==> src/rtl/pokey_pkg.sv <==
// Shared POKEY types and constants for the pot digitiser and its register map.
package pokey_pkg;

    typedef enum logic [1:0] {
        IDLE = 2'd0,
        SCAN = 2'd1,
        DONE = 2'd2
    } pot_state_t;

    localparam logic [7:0] POT_MAX_DEFAULT = 8'd228;

    // POTGO sits at offset $B of the POKEY write map ($D20B).
    localparam logic [3:0] POTGO_ADDR = 4'hB;

endpackage

==> src/rtl/sync_2ff.sv <==
// Multi-stage flop synchroniser for asynchronous level inputs (pots, triggers, keyboard).
module sync_2ff #(
    parameter int WIDTH = 1,
    parameter int DEPTH = 2
) (
    input  logic             clk,
    input  logic             rst_n,
    input  logic [WIDTH-1:0] d,
    output logic [WIDTH-1:0] q
);

    logic [DEPTH-1:0][WIDTH-1:0] stage;

    always_ff @(posedge clk or negedge rst_n) begin
        if (!rst_n) begin
            stage <= '0;
        end else begin
            stage <= {stage[DEPTH-2:0], d};
        end
    end

    assign q = stage[DEPTH-1];

endmodule

==> src/rtl/pokey_pot_scan.sv <==
// POKEY paddle digitiser: scan counter, capacitor release control and per-pot count latch.
// Optional macro POT_FAST_SCAN_EN lets fast_scan advance the scan on every o2 cycle.
//
// state | meaning
// IDLE  | after reset, capacitors dumped, counter at 0
// SCAN  | capacitors released, counting ticks and latching tripped pots
// DONE  | scan finished, counts and counter frozen until next POTGO
module pokey_pot_scan
    import pokey_pkg::*;
#(
    parameter logic [7:0] POT_MAX     = POT_MAX_DEFAULT,
    parameter int         NUM_POTS    = 8,
    parameter int         SYNC_STAGES = 2
) (
    input  logic                  o2,
    input  logic                  rst_L,
    input  logic                  potgo_strobe,
    input  logic                  clk15_en,
    input  logic                  fast_scan,
    input  logic [NUM_POTS-1:0]   pot_scan,
    output logic [NUM_POTS-1:0]   pot_rel,
    output logic [8*NUM_POTS-1:0] pot_val,
    output logic [NUM_POTS-1:0]   allpot,
    output logic [7:0]            bin_ctr_pot,
    output logic                  scan_done
);

    pot_state_t            state, state_nxt;
    logic [7:0]            ctr_nxt;
    logic [8*NUM_POTS-1:0] val_nxt;
    logic [NUM_POTS-1:0]   allpot_nxt, rel_nxt, trip, psync;
    logic                  done_nxt, tick;

`ifdef POT_FAST_SCAN_EN
    assign tick = fast_scan | clk15_en;
`else
    logic unused_fast_scan;
    assign unused_fast_scan = fast_scan;
    assign tick = clk15_en;
`endif

    sync_2ff #(
        .WIDTH(NUM_POTS),
        .DEPTH(SYNC_STAGES)
    ) u_sync (
        .clk  (o2),
        .rst_n(rst_L),
        .d    (pot_scan),
        .q    (psync)
    );

    always_ff @(posedge o2 or negedge rst_L) begin
        if (!rst_L) begin
            state       <= IDLE;
            bin_ctr_pot <= 8'd0;
            pot_val     <= '0;
            allpot      <= '0;
            pot_rel     <= '0;
            scan_done   <= 1'b0;
        end else begin
            state       <= state_nxt;
            bin_ctr_pot <= ctr_nxt;
            pot_val     <= val_nxt;
            allpot      <= allpot_nxt;
            pot_rel     <= rel_nxt;
            scan_done   <= done_nxt;
        end
    end

    always_comb begin
        state_nxt  = state;
        ctr_nxt    = bin_ctr_pot;
        val_nxt    = pot_val;
        allpot_nxt = allpot;
        rel_nxt    = pot_rel;
        done_nxt   = 1'b0;
        trip       = allpot & psync;

        case (state)
            SCAN: begin
                // A POTGO write restarts the scan and wins over any tick in the same cycle.
                if (potgo_strobe) begin
                    ctr_nxt    = 8'd0;
                    allpot_nxt = '1;
                    rel_nxt    = '1;
                end else if (tick) begin
                    for (int n = 0; n < NUM_POTS; n++) begin
                        if (trip[n]) val_nxt[8*n +: 8] = bin_ctr_pot;
                    end
                    if (bin_ctr_pot == POT_MAX) begin
                        for (int n = 0; n < NUM_POTS; n++) begin
                            if (allpot[n]) val_nxt[8*n +: 8] = POT_MAX;
                        end
                        allpot_nxt = '0;
                        rel_nxt    = '0;
                        done_nxt   = 1'b1;
                        state_nxt  = DONE;
                    end else begin
                        allpot_nxt = allpot & ~trip;
                        rel_nxt    = pot_rel & ~trip;
                        ctr_nxt    = bin_ctr_pot + 8'd1;
                        if ((allpot & ~trip) == '0) begin
                            done_nxt  = 1'b1;
                            state_nxt = DONE;
                        end
                    end
                end
            end
            default: begin
                rel_nxt = '0;
                if (potgo_strobe) begin
                    state_nxt  = SCAN;
                    ctr_nxt    = 8'd0;
                    allpot_nxt = '1;
                    rel_nxt    = '1;
                end
            end
        endcase
    end

endmodule

==> config.mk <==
export PLATFORM = sky130hd
export DESIGN_NAME = pokey_pot_scan
export DESIGN_NICKNAME = d
export VERILOG_FILES = /design/src/rtl/pokey_pkg.sv /design/src/rtl/sync_2ff.sv /design/src/rtl/pokey_pot_scan.sv
export SDC_FILE = /design/constraint.sdc
export NUM_CORES = 1
export LEC_CHECK = 0
export BUFFER_PORTS_ARGS = -buffer_cell sky130_fd_sc_hd__buf_4
export CORE_ASPECT_RATIO = 1.4
export CORE_UTILIZATION = 53
export CTS_CLUSTER_SIZE = 24
export DETAILED_ROUTE_END_ITERATION = 7
export GPL_ROUTABILITY_DRIVEN = 0
export PLACE_DENSITY = 0.85
export RECOVER_POWER = 50
export SETUP_SLACK_MARGIN = 0.2
export SLEW_MARGIN = 0
export SYNTH_ARGS = -nofsm -noshare
export SYNTH_HDL_FRONTEND = slang
export SYNTH_SLANG_ARGS = --single-unit
==> constraint.sdc <==
create_clock -name o2 -period 2.38 [get_ports o2]
set_input_delay 0.119 -clock o2 [delete_from_list [all_inputs] [get_ports o2]]
set_output_delay 0.119 -clock o2 [all_outputs]
set_load 0.05 [all_outputs]
==> metrics.cfg <==
[placed_design]
hpwl_mm = 7.199
io_buffers = 100
placed_cell_area_mm2 = 0.005164

[synthesis]
yosys-top-cells-count = 107 x dfrtp_1, 26 x a22o_1, 24 x o22a_1
ys_ff_latch = 107
synth_most_common_cell = dfrtp_1
synth_cell_type_count = 44
syn_inst = 334
avgSynthCellArea_um2 = 12.82
synthArstFlopShare_pct = 100.0
syn_area_mm2 = 0.004280
synth_edf_count = 0
yosysWarningCount = 0
yosysTopAreaCellShare_pct = 62.55
yosysTopAreaCell = dfrtp_1
synth_nets = 349
synth_area_leaders = dfrtp_1 63%, a22o_1 5.3%, o22a_1 4.9%
synth_flop_cell = dfrtp_1
ys_seq_area_share_pct = 62.55

[timing]
max_freq_mhz = 505.2
fin_setup_tns_ns = 0
tightest_slew_ns = 1.642
post-route-period-util_pct = 83.16
timing.slew.headroom_pct = -9.490
fin_skew_ns = 0.009352
hold_violations = 0
min_period_ns = 1.979
whs_ns = 0.1170
setup_viol = 0
drv_slew = 68
rsz0062_at_grt = false

[floorplan]
die_w_um = 77.95
initial_core_util_pct = 54.89
rows = 38
dieArea_mm2 = 0.008444
die_h_um = 108.3
ioPinCount = 102
core_mm2 = 0.007797

[global_route]
grt_max_degree = 69
grt_first_pass_wirelength_mm = 17.10
gr-usage-all-layers_pct = 27.35
grt_antenna_before_repair = 0
grt_pass1_vias = 3234
overflow = 0

[final_layout]
nets = 459
syn2layout_area_growth_pct = 21.69
design_area_mm2 = 0.005209
n_antenna_cell = 0
drive_gt1_share_pct = 15.59
final.fill_count = 651

[setup_path]
cp.required_ns = 2.64
critPathLaunchType = register
cp_max_fo = 48
end_kind = register
cp.arrival_ns = 2.24
worstSetupPathType = register to register

[route]
firstDrtPassIters = 5
wirelength_mm = 11.00
drc = 0
num_vias = 3410
drt_iter0_markers = 380
wl_per_cell_um = 20.03
viasPerCell = 6.211
drtAntennaViolNets = 0

[cts]
cts_num_sinks = 107
cts_tree = yes
cts.path.max_buffers = 2
h-tree-depth = 3
clk_latency_ns = 0.37
cts_buffers = 9
clk_pin_slew_ns = 0.10
cts_root_buffer = clkbuf_8

[worst_hold_path]
hold_path.class = input pin to register

[status]
status = finished with violations
violations = max-capacitance violations, max-slew violations

[power]
power.density_mw_per_mm2 = 832.5
ir_drop_v = 0.0006008
p_leak_nw = 2.367

[flow_run]
maxCapViolations = 1

-- path summary, 6_finish.rpt --
check	start	end	slack, ns	cells past startpoint
hold / removal	potgo_strobe	bin_ctr_pot[5]$_DFFE_PN0P_	0.12	2
min in group asynchronous	rst_L	allpot[6]$_DFFE_PN0P_	0.71	2
setup reg to reg	bin_ctr_pot[0]$_DFFE_PN0P_	pot_val[14]$_DFFE_PN0P_	0.40	7
setup / recovery	bin_ctr_pot[0]$_DFFE_PN0P_	pot_val[14]$_DFFE_PN0P_	0.40	7
hold reg to reg	u_sync.stage[1]$_DFF_PN0_	u_sync.q[1]$_DFF_PN0_	0.36	0
max in group asynchronous	rst_L	allpot[5]$_DFFE_PN0P_	0.70	2
-- cells in the final DEF, fill, tap and decap left out, types with 2 or more instances in the layout --
| master | Yosys | routed |
|---|---|---|
| a31o_2 | 4 | 4 |
| or3_4 | 5 | 5 |
| o211ai_1 | 8 | 8 |
| nor2_1 | 8 | 8 |
| dfrtp_1 | 107 | 107 |
| clkbuf_8 | 0 | 12 |
| o21ai_0 | 13 | 13 |
| nand4_1 | 2 | 2 |
| inv_1 | 11 | 11 |
| a32o_1 | 6 | 6 |
| o211a_1 | 8 | 8 |
| a22o_1 | 26 | 26 |
| o31ai_1 | 7 | 7 |
| xnor2_1 | 3 | 3 |
| a211oi_1 | 2 | 2 |
| o22ai_1 | 3 | 3 |
| dlygate4sd3_1 | 0 | 9 |
| a31oi_1 | 4 | 4 |
| buf_4 | 4 | 30 |
| buf_12 | 0 | 3 |
| nor3_4 | 1 | 3 |
| a21oi_1 | 13 | 13 |
| clkbuf_1 | 9 | 71 |
| nand3_1 | 11 | 11 |
| a2bb2oi_1 | 8 | 8 |
| clkbuf_4 | 0 | 8 |
| and2_1 | 4 | 4 |
| nand2_1 | 9 | 9 |
| o22a_1 | 24 | 24 |
| and3_1 | 4 | 4 |
| nor3_1 | 5 | 5 |
| ha_1 | 2 | 2 |
-- metal layers --
metal	track usage, %	vias to the layer above	routed length (um)
li1	-	1488	-
met1	36.35	1751	4357
met2	43.87	151	5752
met3	5.738	20	666
met4	11.64	0	221
met5	0	-	0
-- stage by stage --
| stage | utilization (%) | total power [mW] | cells | worst slack [ns] |
|---|---|---|---|---|
| finish | 66.80 | 4.336 | 549 | 0.4007 |
| global route | 66.80 | 4.485 | 549 | 0.3336 |
| CTS | 70.03 | 4.473 | 549 | 0.2846 |
| detailed placement | 66.22 | 3.326 | 524 | 0.3412 |
| global placement | 66.22 | 3.299 | 524 | 0.4221 |
| floorplan | - | 2.920 | 334 | 0.3016 |
-- logic make-up (layout without fill, tap and decap cells) --
family / count (synthesis) / after routing / share of synthesized area (%)
AO/OA/AOI/OAI: 127 / 127 / 23.21
adder cells (fa/ha/maj): 2 / 2 / 0.5845
buffers and inverters: 32 / 147 / 3.654
XOR/XNOR: 4 / 4 / 0.8186
AND/OR/NAND/NOR: 62 / 62 / 9.179
flip-flops: 107 / 107 / 62.55
-- cell type report --
type / instances / area, um^2 / share of cell area (%)
inverters: 12 / 45.04 / 0.8648
well taps: 100 / 125.1 / 2.402
repair buffers: 119 / 695.7 / 13.36
clock buffers: 15 / 176.4 / 3.387
flip-flops and latches: 107 / 2678 / 51.41
clock inverters: 1 / 30.03 / 0.5765
multi-input cells: 195 / 1459 / 28.01
-- where the power goes --
group          leakage, nW  total [mW]  switching [mW]  internal (mW)
sequential            1.31        2.12           0.127           1.99
clock                0.104        1.16           0.585          0.576
combinational        0.951        1.06           0.813          0.245
-- sequential cells by signal (all words and copies together) (netlist names) --
signal and flops:
state 2, scan_done 1, pot_val 64, pot_rel 8, u_sync.stage 8, bin_ctr_pot 8
allpot 8, u_sync.q 8
-- timing repair --
item                                   CTS  global route
gates resized for setup                  0             1
setup endpoints to repair                0             5
endpoints found under the hold margin   75             0
setup buffers                            0             0
hold buffers                             9             0
-- critical path: stages, from the launching register on --
cell	delay, ns
dfrtp_1	0.48
inv_1	0.14
ha_1	0.22
nand2_1	0.12
nor3_4	0.06
buf_12	0.19
or3_4	0.41
o22a_1	0.21
Note: power is estimated with default switching activity, not from simulation.
